==> config.mk <==
export PLATFORM = sky130hd
export DESIGN_NAME = sprite_draw_scheduler_flat
export DESIGN_NICKNAME = d
export VERILOG_FILES = /design/src/rtl/sprite_draw_scheduler_if.sv /design/src/rtl/sprite_draw_scheduler.sv /design/src/flat_wrapper.sv
export SDC_FILE = /design/constraint.sdc
export NUM_CORES = 1
export LEC_CHECK = 0
export BUFFER_PORTS_ARGS = -buffer_cell sky130_fd_sc_hd__buf_2
export CAP_MARGIN = 20
export CORE_UTILIZATION = 49
export CTS_BUF_LIST = sky130_fd_sc_hd__clkbuf_4 sky130_fd_sc_hd__clkbuf_8
export CTS_CLUSTER_DIAMETER = 50
export DETAILED_ROUTE_END_ITERATION = 10
export PLACE_DENSITY = 0.7
export SKIP_CTS_REPAIR_TIMING = 1
export SYNTH_ARGS = -nofsm -noshare
export SYNTH_HDL_FRONTEND = slang
export SYNTH_SLANG_ARGS = --single-unit
==> constraint.sdc <==
create_clock -name clock -period 7.2 [get_ports clock]
set_clock_uncertainty 0.15 [all_clocks]
set_input_delay 1.44 -clock clock [delete_from_list [all_inputs] [get_ports clock]]
set_output_delay 1.44 -clock clock [all_outputs]
set_load 0.005 [all_outputs]
==> src/rtl/sprite_draw_scheduler_if.sv <==
// Sprite request bus from the movement controllers plus the pixel stream toward vga_adapter.
interface sprite_draw_scheduler_if #(
  parameter int NUM_SPRITES = 4
);
  logic                       tick;
  logic [NUM_SPRITES-1:0]     sprite_en;
  logic [8*NUM_SPRITES-1:0]   sprite_x;
  logic [7*NUM_SPRITES-1:0]   sprite_y;
  logic [25*NUM_SPRITES-1:0]  sprite_shape;
  logic [3*NUM_SPRITES-1:0]   sprite_colour;
  logic [7:0]                 x_out;
  logic [6:0]                 y_out;
  logic [2:0]                 col_out;
  logic                       plot;
  logic                       busy;
  logic                       done;
  logic                       tick_missed;

  modport master (
    output tick, sprite_en, sprite_x, sprite_y, sprite_shape, sprite_colour,
    input  x_out, y_out, col_out, plot, busy, done, tick_missed
  );

  modport slave (
    input  tick, sprite_en, sprite_x, sprite_y, sprite_shape, sprite_colour,
    output x_out, y_out, col_out, plot, busy, done, tick_missed
  );
endinterface

==> src/rtl/sprite_draw_scheduler.sv <==
// Per-frame sequencer sharing one 5x5 pixel plotter between all sprites:
// erase each slot's old cell (when needed), then draw its new one, one pixel per clock.
module sprite_draw_scheduler #(
  parameter int         NUM_SPRITES  = 4,
  parameter logic [2:0] ERASE_COLOUR = 3'b000
) (
  input  logic                  clock,
  input  logic                  reset,
  sprite_draw_scheduler_if.slave bus
);
  localparam int SW  = (NUM_SPRITES > 1) ? $clog2(NUM_SPRITES) : 1;
  localparam int XW  = 8;
  localparam int YW  = 7;
  localparam int SHW = 25;
  localparam int CW  = 3;
  localparam logic [SW-1:0] LAST_SLOT = SW'(NUM_SPRITES - 1);

  typedef enum logic [2:0] {
    S_IDLE, S_LATCH, S_SELECT, S_ERASE, S_DRAW, S_NEXT, S_FINISH
  } state_t;

  function automatic logic [7:0] pix_x(input logic [7:0] tile, input logic [2:0] off);
    return 8'(({3'b000, tile} * 11'd5) + {8'b0000_0000, off});
  endfunction

  function automatic logic [6:0] pix_y(input logic [6:0] tile, input logic [2:0] off);
    return 7'(({3'b000, tile} * 10'd5) + {7'b000_0000, off});
  endfunction

  // Bit 24 is row0/col0, row-major.
  function automatic logic shape_bit(input logic [24:0] shape, input logic [2:0] row,
                                     input logic [2:0] col);
    logic [4:0] idx;
    idx = 5'd24 - (({2'b00, row} * 5'd5) + {2'b00, col});
    return shape[idx];
  endfunction

  state_t                   state_q, state_d;
  logic [SW-1:0]            slot_q, slot_d;
  logic [2:0]               row_q, row_d;
  logic [2:0]               col_q, col_d;
  logic [NUM_SPRITES-1:0]   en_sh_q, en_sh_d;
  logic [XW*NUM_SPRITES-1:0]  x_sh_q, x_sh_d;
  logic [YW*NUM_SPRITES-1:0]  y_sh_q, y_sh_d;
  logic [SHW*NUM_SPRITES-1:0] shape_sh_q, shape_sh_d;
  logic [CW*NUM_SPRITES-1:0]  colour_sh_q, colour_sh_d;
  logic [XW*NUM_SPRITES-1:0]  prev_x_q, prev_x_d;
  logic [YW*NUM_SPRITES-1:0]  prev_y_q, prev_y_d;
  logic [NUM_SPRITES-1:0]   prev_valid_q, prev_valid_d;
  logic [7:0]               x_out_q, x_out_d;
  logic [6:0]               y_out_q, y_out_d;
  logic [2:0]               col_out_q, col_out_d;
  logic                     plot_q, plot_d;
  logic                     busy_q, busy_d;
  logic                     done_q, done_d;
  logic                     tick_missed_q, tick_missed_d;

  logic [XW-1:0]  cur_x_s, prv_x_s;
  logic [YW-1:0]  cur_y_s, prv_y_s;
  logic [SHW-1:0] cur_shape_s;
  logic [CW-1:0]  cur_colour_s;
  logic           cur_en_s, moved_s, last_pix_s;

  // Views of the slot currently being processed.
  always_comb begin
    cur_x_s      = x_sh_q[int'(slot_q)*XW +: XW];
    cur_y_s      = y_sh_q[int'(slot_q)*YW +: YW];
    cur_shape_s  = shape_sh_q[int'(slot_q)*SHW +: SHW];
    cur_colour_s = colour_sh_q[int'(slot_q)*CW +: CW];
    cur_en_s     = en_sh_q[slot_q];
    prv_x_s      = prev_x_q[int'(slot_q)*XW +: XW];
    prv_y_s      = prev_y_q[int'(slot_q)*YW +: YW];
    moved_s      = (cur_x_s != prv_x_s) || (cur_y_s != prv_y_s);
    last_pix_s   = (row_q == 3'd4) && (col_q == 3'd4);
  end

  // Next-state, counters, bookkeeping and registered pixel outputs.
  always_comb begin
    state_d       = state_q;
    slot_d        = slot_q;
    row_d         = row_q;
    col_d         = col_q;
    en_sh_d       = en_sh_q;
    x_sh_d        = x_sh_q;
    y_sh_d        = y_sh_q;
    shape_sh_d    = shape_sh_q;
    colour_sh_d   = colour_sh_q;
    prev_x_d      = prev_x_q;
    prev_y_d      = prev_y_q;
    prev_valid_d  = prev_valid_q;
    x_out_d       = x_out_q;
    y_out_d       = y_out_q;
    col_out_d     = col_out_q;
    plot_d        = 1'b0;
    busy_d        = busy_q;
    done_d        = 1'b0;
    tick_missed_d = bus.tick && (state_q != S_IDLE);

    case (state_q)
      S_IDLE: begin
        if (bus.tick) begin
          state_d = S_LATCH;
          busy_d  = 1'b1;
        end else begin
          state_d = S_IDLE;
        end
      end
      S_LATCH: begin
        en_sh_d     = bus.sprite_en;
        x_sh_d      = bus.sprite_x;
        y_sh_d      = bus.sprite_y;
        shape_sh_d  = bus.sprite_shape;
        colour_sh_d = bus.sprite_colour;
        slot_d      = {SW{1'b0}};
        state_d     = S_SELECT;
      end
      S_SELECT: begin
        row_d = 3'd0;
        col_d = 3'd0;
        // An unmoved, still-enabled sprite is redrawn without an erase to avoid flicker.
        if (prev_valid_q[slot_q] && (!cur_en_s || moved_s)) begin
          state_d = S_ERASE;
        end else if (cur_en_s) begin
          state_d = S_DRAW;
        end else begin
          state_d = S_NEXT;
        end
      end
      S_ERASE, S_DRAW: begin
        plot_d = 1'b1;
        if (state_q == S_ERASE) begin
          x_out_d   = pix_x(prv_x_s, col_q);
          y_out_d   = pix_y(prv_y_s, row_q);
          col_out_d = ERASE_COLOUR;
        end else begin
          x_out_d   = pix_x(cur_x_s, col_q);
          y_out_d   = pix_y(cur_y_s, row_q);
          col_out_d = shape_bit(cur_shape_s, row_q, col_q) ? cur_colour_s : ERASE_COLOUR;
        end
        if (col_q == 3'd4) begin
          col_d = 3'd0;
          row_d = row_q + 3'd1;
        end else begin
          col_d = col_q + 3'd1;
        end
        if (last_pix_s) begin
          row_d = 3'd0;
          col_d = 3'd0;
          if (state_q == S_DRAW) begin
            prev_x_d[int'(slot_q)*XW +: XW] = cur_x_s;
            prev_y_d[int'(slot_q)*YW +: YW] = cur_y_s;
            prev_valid_d[slot_q]            = 1'b1;
            state_d                         = S_NEXT;
          end else if (cur_en_s) begin
            state_d = S_DRAW;
          end else begin
            prev_valid_d[slot_q] = 1'b0;
            state_d              = S_NEXT;
          end
        end else begin
          state_d = state_q;
        end
      end
      S_NEXT: begin
        if (slot_q == LAST_SLOT) begin
          state_d = S_FINISH;
        end else begin
          slot_d  = slot_q + SW'(1);
          state_d = S_SELECT;
        end
      end
      S_FINISH: begin
        done_d  = 1'b1;
        busy_d  = 1'b0;
        state_d = S_IDLE;
      end
      default: begin
        busy_d  = 1'b0;
        state_d = S_IDLE;
      end
    endcase
  end

  // State and output registers with synchronous reset.
  always_ff @(posedge clock) begin
    if (reset) begin
      state_q       <= S_IDLE;
      slot_q        <= {SW{1'b0}};
      row_q         <= 3'd0;
      col_q         <= 3'd0;
      en_sh_q       <= {NUM_SPRITES{1'b0}};
      x_sh_q        <= {(XW*NUM_SPRITES){1'b0}};
      y_sh_q        <= {(YW*NUM_SPRITES){1'b0}};
      shape_sh_q    <= {(SHW*NUM_SPRITES){1'b0}};
      colour_sh_q   <= {(CW*NUM_SPRITES){1'b0}};
      prev_x_q      <= {(XW*NUM_SPRITES){1'b0}};
      prev_y_q      <= {(YW*NUM_SPRITES){1'b0}};
      prev_valid_q  <= {NUM_SPRITES{1'b0}};
      x_out_q       <= 8'd0;
      y_out_q       <= 7'd0;
      col_out_q     <= 3'd0;
      plot_q        <= 1'b0;
      busy_q        <= 1'b0;
      done_q        <= 1'b0;
      tick_missed_q <= 1'b0;
    end else begin
      state_q       <= state_d;
      slot_q        <= slot_d;
      row_q         <= row_d;
      col_q         <= col_d;
      en_sh_q       <= en_sh_d;
      x_sh_q        <= x_sh_d;
      y_sh_q        <= y_sh_d;
      shape_sh_q    <= shape_sh_d;
      colour_sh_q   <= colour_sh_d;
      prev_x_q      <= prev_x_d;
      prev_y_q      <= prev_y_d;
      prev_valid_q  <= prev_valid_d;
      x_out_q       <= x_out_d;
      y_out_q       <= y_out_d;
      col_out_q     <= col_out_d;
      plot_q        <= plot_d;
      busy_q        <= busy_d;
      done_q        <= done_d;
      tick_missed_q <= tick_missed_d;
    end
  end

  assign bus.x_out       = x_out_q;
  assign bus.y_out       = y_out_q;
  assign bus.col_out     = col_out_q;
  assign bus.plot        = plot_q;
  assign bus.busy        = busy_q;
  assign bus.done        = done_q;
  assign bus.tick_missed = tick_missed_q;
endmodule

==> src/flat_wrapper.sv <==
// flat-port wrapper written by rule: the top's interface ports become plain ports
module sprite_draw_scheduler_flat 
#(
  parameter int         NUM_SPRITES  = 4,
  parameter logic [2:0] ERASE_COLOUR = 3'b000
)
  (clock, reset, bus_tick, bus_sprite_en, bus_sprite_x, bus_sprite_y, bus_sprite_shape, bus_sprite_colour, bus_x_out, bus_y_out, bus_col_out, bus_plot, bus_busy, bus_done, bus_tick_missed);
  sprite_draw_scheduler_if #(.NUM_SPRITES(NUM_SPRITES)) bus_i ();
  input  logic clock;
  input  logic reset;
  input wire logic [$bits(bus_i.tick)-1:0] bus_tick;
  input wire logic [$bits(bus_i.sprite_en)-1:0] bus_sprite_en;
  input wire logic [$bits(bus_i.sprite_x)-1:0] bus_sprite_x;
  input wire logic [$bits(bus_i.sprite_y)-1:0] bus_sprite_y;
  input wire logic [$bits(bus_i.sprite_shape)-1:0] bus_sprite_shape;
  input wire logic [$bits(bus_i.sprite_colour)-1:0] bus_sprite_colour;
  output wire logic [$bits(bus_i.x_out)-1:0] bus_x_out;
  output wire logic [$bits(bus_i.y_out)-1:0] bus_y_out;
  output wire logic [$bits(bus_i.col_out)-1:0] bus_col_out;
  output wire logic [$bits(bus_i.plot)-1:0] bus_plot;
  output wire logic [$bits(bus_i.busy)-1:0] bus_busy;
  output wire logic [$bits(bus_i.done)-1:0] bus_done;
  output wire logic [$bits(bus_i.tick_missed)-1:0] bus_tick_missed;
  assign bus_i.tick = bus_tick;
  assign bus_i.sprite_en = bus_sprite_en;
  assign bus_i.sprite_x = bus_sprite_x;
  assign bus_i.sprite_y = bus_sprite_y;
  assign bus_i.sprite_shape = bus_sprite_shape;
  assign bus_i.sprite_colour = bus_sprite_colour;
  assign bus_x_out = bus_i.x_out;
  assign bus_y_out = bus_i.y_out;
  assign bus_col_out = bus_i.col_out;
  assign bus_plot = bus_i.plot;
  assign bus_busy = bus_i.busy;
  assign bus_done = bus_i.done;
  assign bus_tick_missed = bus_i.tick_missed;
  sprite_draw_scheduler #(.NUM_SPRITES(NUM_SPRITES), .ERASE_COLOUR(ERASE_COLOUR)) u_core (.clock(clock), .reset(reset), .bus(bus_i));
endmodule
==> summary.md, run 1 <==
| Metric | Value |
|---|---|
| Status | `finished, violations left` |
| Failing checks | `design-rule violations` |
| Most common cell in the netlist | `nand2_1` |
| Mean Syn Cell Area | `between 8 and 9 um2` |
| Avg WL per Cell | `~17 um` |
| Clk sinks | `between 200 and 300` |
| # setup viols final | `0` |
| MaxCap Viol Count | `0` |
| Max-slew headroom | `28.5%` |
| First-pass GRT wire length | `53100 um` |
| Leakage power | `roughly 6.2 nW` |
| Worst-path clk slew | `roughly 0.060 ns` |
| Vias in the first global route | `between 10000 and 15000` |
| RSZ-0062 raised after global routing | `no` |
| Total Wirelength | `around 33000 um` |
| Diode count | `0` |
| R2R Setup Slk | `2.84 ns` |
| Detailed-route via count | `between 10000 and 15000` |
| Critical path peak fanout | `31` |
| Final period util | `between 60% and 70%` |
| Routability cong. | `0.890` |
| Core Rows | `between 50 and 60` |
| CP endpoint kind | `flop` |
| Slew @ Worst Pin | `approximately 1.1 ns` |
| Fin nets | `about 1900` |
| Register area share after synthesis | `41.7%` |
| Cells on worst reg2reg path | `12` |
| VDD IR max | `roughly 0.00017 V` |
| Via/cell ratio | `between 5 and 6` |
| Skew-Pair Late Insertion Delay | `about 0.58 ns` |
| FF/Latch Area | `5470 um2` |
| Root buf cell | `clkbuf_8` |
| WHS Endpoint | `u_core.x_sh_q[25]` |
| #FFs+latches synth | `between 200 and 300` |
| Multi-input logic area | `~7100 um2` |
| Routed wl met2 | `between 15000 and 20000 um` |
| Syn nets | `1747` |
| Clock Path Buffers | `3` |
| Grt total ovfl | `0` |
| CP startpoint | `u_core.slot_q[1]` |
| Post-DP HPWL | `between 20000 and 25000 um` |
| Setup TNS | `0 ns` |
| Synthesis Warnings | `0` |
| Initial Utilization | `between 50% and 60%` |
| CTS tree | `done` |
| FF-to-FF End | `u_core.bus.x_out[7]` |
| Kind of critical path | `reg2reg` |
| RR Startpoint | `u_core.slot_q[1]` |
| Final Hold Fails | `0` |
| Hold Path Origin | `u_core.x_sh_q[25]` |
| Tmin final | `4.36 ns` |
| CP startpoint kind | `flop` |
| Antenna Nets Post-Route | `0` |
| Critical Path AT | `approximately 4.7 ns` |
| M1 WL | `about 15000 um` |
| Synth top area share | `between 40% and 50%` |
| Synth area leader | `dfxtp_1` |
| Synth cell types | `53` |
| Pre-CTS setup slack | `approximately 2.8 ns` |
| Die height | `166 um` |
| Min-Delay Path Class | `reg2reg` |
| Most frequent cells after synthesis | `nand2_1 (390), dfxtp_1 (273), a21oi_1 (208), nor2_1 (107), clkbuf_1 (83)` |
| Pre-Repair DR Iteration Count | `10` |
| Synth top area cells | `dfxtp_1 (42%), nand2_1 (11%), mux4_2 (9.6%), a21oi_1 (7.9%), ha_1 (7.7%)` |
| Synthesized area | `13100 um2` |
| Core area | `26100 um2` |
| I/O pin cnt | `around 200` |
| Met3 WL post-DR | `between 2000 and 2500 um` |
| DRT iter0 DRCs | `approximately 670` |
| Highest routed layer | `met4` |
| Pins Over Slew Limit | `0` |
| Largest net degree at the start of global routing | `roughly 120` |
| Req. time, crit path | `7.54 ns` |
| Initial antenna violation count | `0` |
| Layout cell share with drive strength beyond 1 | `21.8%` |
| Die span in x | `166 um` |
| Synth Flop Type | `dfxtp_1` |
| Final worst slack | `~2.8 ns` |
| Async SR Flop Fraction | `0%` |
| FMAX | `230 MHz` |
| Mapped Cells | `around 1500` |
| PortBufs | `200` |
| H-tree depth | `2` |
| Fillcell total | `between 2000 and 2500` |
| Tot GR Track Use | `24.3%` |
| Clock buffer count from CTS | `46` |
| Area Growth Syn to Fin | `16.2%` |
| EDFF count, synth | `0` |
| Die area | `approximately 27000 um2` |
| Hold depth | `2` |
| Pwr dens | `approximately 230 nW/um2` |
| DRC | `8` |
## layout make-up
cell class / instances / share of cell area [%]
multi-input cells: 1077 / 46.7
flip-flops and latches: 273 / 35.9
repair buffers: 210 / 7.34
clock buffers: 76 / 6.34
well taps: 335 / 2.75
inverters: 25 / 0.617
clock inverters: 5 / 0.280
## registers in the layout, summed over array words and instances, names as in the netlist, 2 cells and up, named ones only
signal / count
u_core.state_q: 3
u_core.row_q: 3
u_core.bus.x_out: 8
u_core.prev_y_q: 28
u_core.y_sh_q: 28
u_core.prev_x_q: 32
u_core.bus.y_out: 7
u_core.colour_sh_q: 12
u_core.en_sh_q: 4
u_core.shape_sh_q: 100
u_core.slot_q: 2
u_core.col_q: 3
u_core.x_sh_q: 32
u_core.bus.col_out: 3
## power breakdown
group / internal (mW) / leakage, nW / total (mW) / switching [mW]
logic: 0.165 / 3.43 / 0.414 / 0.249
clock network: 0.848 / 0.538 / 1.48 / 0.634
registers: 1.59 / 2.22 / 1.63 / 0.0464
## critical path, stage by stage (launching register included)
cell      delay [ns]
dfxtp_2         0.80
buf_4           0.54
mux4_2          0.49
ha_1            0.34
ha_1            0.33
fa_1            0.47
a21o_1          0.19
a21oi_1         0.22
o21bai_1        0.09
a21oi_1         0.22
xnor2_1         0.14
o22ai_1         0.09
nor3_1          0.19
## logic make-up after synthesis
| group | synth area share (%) |
|---|---|
| compound gates | 14.8 |
| mux | 10.7 |
| flops | 41.7 |
| fa+ha+maj | 8.65 |
| buf+inv | 4.35 |
| xor+xnor | 3.14 |
| simple gates | 16.7 |
## how the worst max path moves through the flow
stage               slack (ns)                  end
floorplan                 3.64  u_core.bus.x_out[7]
global placement          2.92  u_core.bus.x_out[7]
detailed placement        2.84  u_core.bus.x_out[7]
CTS                       2.80  u_core.bus.x_out[7]
global route              2.56  u_core.bus.x_out[7]
finish                    2.84  u_core.bus.x_out[7]
## metrics by stage
step           std cells  cell area [um2]  utilization (%)  power, mW  hold slack (ns)
2_1_floorplan       1481            13100                -       1.93            0.282
3_3_place_gp        1918            14200             54.2       2.06            0.289
5_1_grt             2001            15200             58.2       3.69            0.315
4_1_cts             1999            15200             58.1       3.55            0.303
3_5_place_dp        1918            14200             54.2       2.07            0.294
6_report            2001            15200             58.2       3.53            0.302
## placed cells by master (no fill, tap or decap), types with 4 or more instances in the layout
cell,Yosys,layout
a22oi_1,65,65
clkbuf_8,0,64
o21bai_1,6,6
clkbuf_4,0,13
dfxtp_1,273,271
buf_4,2,8
a311oi_1,10,10
nor3_1,7,7
ha_1,81,81
o211ai_1,4,4
a21oi_1,208,208
fa_1,6,6
nor2_1,107,106
o21ai_0,9,9
mux4_2,56,56
xor2_1,7,7
mux2i_1,12,12
a21o_1,6,6
o21ai_1,6,6
buf_2,13,199
nand4_1,6,6
inv_1,23,23
xnor2_1,40,40
nand2_1,390,390
nand3_1,8,8
## routing by layer
metal	GRT usage [%]	up-vias
li1	-	5432
met1	35.0	5235
met2	36.8	317
met3	4.30	62
met4	7.48	0
met5	0	-
Power figures use the tool's default switching activity.
==> inputs of run 2 (changes only) <==
--- a/config.mk
+++ b/config.mk
@@ -5,6 +5,7 @@
 export SDC_FILE = /design/constraint.sdc
 export NUM_CORES = 1
 export LEC_CHECK = 0
+export ABC_AREA = 1
 export BUFFER_PORTS_ARGS = -buffer_cell sky130_fd_sc_hd__buf_2
 export CAP_MARGIN = 20
 export CORE_UTILIZATION = 49
==> constraint.sdc (replaced) <==
create_clock -name clock -period 4.5 [get_ports clock]
set_clock_uncertainty 0.15 [all_clocks]
set_input_delay 0.9 -clock clock [delete_from_list [all_inputs] [get_ports clock]]
set_output_delay 0.9 -clock clock [all_outputs]
set_load 0.005 [all_outputs]
==> run 2 against run 1 <==
Net effect:
- the run now ends clean
- core utilization shrank 0.83 points
- routed wire length grew 32%
- maximum frequency grew 21%
- clock power grew 65%
- sequential cell count is the same
- design area grew 8.3%
- worst setup slack lost 1.9 ns
- non-clock buffer count grew 16
- power grew 140%
- final cell count grew 30%
- first-iteration DRC count grew 100%
- die area grew 9.0%
- largest cell class unchanged
- highest routed layer unchanged
==> summary.md, run 2 <==
| Metric | Value |
|---|---|
| Status | `finished clean` |
| Critical Path AT | `between 3 and 4 ns` |
| Req. time, crit path | `4.84 ns` |
| Leakage power | `roughly 7.2 nW` |
| Fin nets | `between 2000 and 2500` |
| Delay of the slowest critical-path stage | `~0.52 ns` |
| CP startpoint | `u_core.slot_q[0]` |
| Area Growth Syn to Fin | `15.3%` |
| Mean Syn Cell Area | `between 6 and 7 um2` |
| Vias in the first global route | `roughly 13000` |
| Final Power | `~8.6 mW` |
| CTS tree | `done` |
| Register area share after synthesis | `a little under two fifths` |
| Post-route cell area | `~16000 um2` |
| # setup viols final | `0` |
| DRT iter0 DRCs | `1342` |
| Pre-CTS setup slack | `around 0.94 ns` |
| CP startpoint kind | `flop` |
| Detailed-route via count | `~14000` |
| FMAX | `277 MHz` |
| Most common cell in the netlist | `nand2_1` |
| Final Util | `57.4%` |
| Fillcell total | `2800` |
| Commonest non-fill, non-tap cells in the layout | `nand2_1 (574), a21oi_1 (298), dfxtp_1 (271), nand3_1 (227), buf_2 (199)` |
| CP endpoint kind | `flop` |
| Setup TNS | `0 ns` |
| Root buf cell | `clkbuf_8` |
| Tmin final | `roughly 3.6 ns` |
| Kind of critical path | `reg2reg` |
| Clock buffer count from CTS | `47` |
| Top Registers | `u_core.shape_sh_q (100), u_core.prev_x_q (32), u_core.x_sh_q (32)` |
| Avg WL per Cell | `about 17 um` |
| Via/cell ratio | `5.54` |
| Final period util | `approximately four fifths` |
| Synthesized area | `14300 um2` |
| Synth Flop Type | `dfxtp_1` |
| R2R Setup Slk | `0.90 ns` |
| FF-to-FF End | `u_core.bus.x_out[7]` |
| Skew-Pair Late Insertion Delay | `0.57 ns` |
| Die height | `roughly 170 um` |
| Core Rows | `62` |
| Final Hold Fails | `0` |
| Critical path's slowest cell | `buf_12` |
| PortBufs | `200` |
| Die area | `about 30000 um2` |
| Total Wirelength | `roughly 44000 um` |
| DRC | `0` |
| Diode count | `0` |
| Cells on worst reg2reg path | `18` |
| Slew @ Worst Pin | `0.984 ns` |
| Post-DP HPWL | `~30000 um` |
| Multi-input logic area | `approximately 7800 um2` |
| Busiest grt layer | `met2` |
| Global Route met1 Usage | `around two fifths` |
| Pins Over Slew Limit | `0` |
| FF/Latch Area | `~5500 um2` |
| Async SR Flop Fraction | `0%` |
| Synth area leader | `dfxtp_1` |
| Clock Path Buffers | `3` |
| Antenna Nets Post-Route | `0` |
| MaxCap Viol Count | `0` |
| RR Startpoint | `u_core.slot_q[0]` |
| Critical path peak fanout | `~170` |
| RSZ-0062 raised after global routing | `no` |
| Grt total ovfl | `0` |
| Worst-path clk slew | `~0.060 ns` |
| GR Util met2 | `~44%` |
| Max-slew headroom | `between 30% and 40%` |
| Post-Place Cell Area | `15400 um2` |
| Min-Delay Path Class | `reg2reg` |
| Routability cong. | `around 0.9` |
| Core area | `about 29000 um2` |
| Pre-Repair DR Iteration Count | `5` |
| VDD IR max | `around 0.00029 V` |
| #FFs+latches synth | `about 270` |
| First-pass GRT wire length | `between 60000 and 70000 um` |
| Synth cell types | `41` |
| Synthesis Warnings | `0` |
| Initial antenna violation count | `0` |
| Number of flip-flops in the largest register | `100` |
| Top reg by flops | `u_core.shape_sh_q` |
| Most frequent cells after synthesis | `nand2_1 (575), a21oi_1 (298), dfxtp_1 (273), nand3_1 (227), o21ai_0 (144)` |
| Pwr dens | `~520 nW/um2` |
| Synth top area share | `between 30% and 40%` |
| I/O pin cnt | `between 200 and 250` |
| Syn nets | `2319` |
| Die span in x | `between 150 and 200 um` |
| Worst setup path end | `u_core.bus.x_out[7]` |
| H-tree depth | `2` |
| Initial Utilization | `approximately 50%` |
| Synth top area cells | `dfxtp_1 (38%), nand2_1 (15%), a21oi_1 (10%), nand3_1 (7.9%), ha_1 (7.1%)` |
| Met3 usage | `4.24%` |
| Largest net degree at the start of global routing | `170` |
| EDFF count, synth | `0` |
| CP dominant cell by count | `nand2_1` |
| Crit path cell chain | `buf_12, nand2_1, nand2_1, nand2_1, nand2_1, ha_1, ha_1, fa_1, nand3_1, nand2_1, nand2_1, nand2_1, a21oi_1, xor2_1, nand2_1, nand2_1, nor2_1, nor2_1` |
| Tot GR Track Use | `28.8%` |
| Mapped Cells | `2053` |
| Commonest non-fill, non-tap cell in the layout | `nand2_1` |
| Final worst slack | `0.896 ns` |
| Layout cell share with drive strength beyond 1 | `between 10% and 20%` |
| Clk sinks | `between 200 and 300` |
==> run 2: changes by cell type after synthesis, moves of 19 or more <==
cell      previous run  this run
nand3_1              8       227
nand2_1            390       575
o21ai_0              9       144
inv_1               23       116
a21oi_1            208       298
a22oi_1             65         6
mux4_2              56         0
nor2_1             107        76
xnor2_1             40         9
clkbuf_1            83       102
==> run 2: critical path: cells and delay by family (launching register included) <==
family | cells | cell delay [ns]
xor+xnor | 1 | 0.15
buf+inv | 1 | 0.52
flops | 1 | 0.37
compound gates | 1 | 0.15
simple gates | 12 | 1.08
fa+ha+maj | 3 | 1.08
==> run 2: kinds of logic after synthesis <==
kind of cell / Yosys count / synth area share [%]
AO/OA/AOI/OAI: 495 / 18.8
XOR/XNOR: 18 / 1.10
adder cells (fa/ha/maj): 87 / 7.93
buffers and inverters: 268 / 7.50
flip-flops: 273 / 38.2
AND/OR/NAND/NOR: 912 / 26.5
==> run 2: worst min path at each step <==
stage,startpoint,endpoint,slack [ns],depth (start not counted)
2_1_floorplan,u_core.shape_sh_q[67],u_core.shape_sh_q[67],0.27,2
3_3_place_gp,u_core.shape_sh_q[62],u_core.shape_sh_q[62],0.28,2
3_5_place_dp,u_core.shape_sh_q[62],u_core.shape_sh_q[62],0.29,2
4_1_cts,u_core.shape_sh_q[58],u_core.shape_sh_q[58],0.30,2
5_1_grt,u_core.shape_sh_q[62],u_core.shape_sh_q[62],0.31,2
6_report,u_core.shape_sh_q[0],u_core.shape_sh_q[0],0.30,2
==> run 2: per-layer routing <==
metal	wire length, um	up-vias
met5	0	-
met4	973	0
met3	3380	68
met2	19000	586
met1	20600	6650
li1	-	7133
==> run 2: power breakdown <==
group	internal (mW)	total [mW]	switching (mW)
clock network	1.39	2.44	1.05
logic	0.896	2.88	1.99
registers	2.95	3.24	0.284
total	5.24	8.56	3.32
==> run 2: cell type report <==
class,instances,share of cell area [%]
tap,384,2.92
timing repair buffer,226,7.60
clock buffer,76,5.70
inverter,122,2.79
clock inverter,11,0.592
multi-input combinational,1512,47.2
sequential,273,33.2
==> run 2: stage by stage <==
step	instances	hold slack, ns
floorplan	2053	0.274
global placement	2517	0.284
detailed placement	2517	0.291
CTS	2604	0.300
global route	2604	0.311
finish	2604	0.300
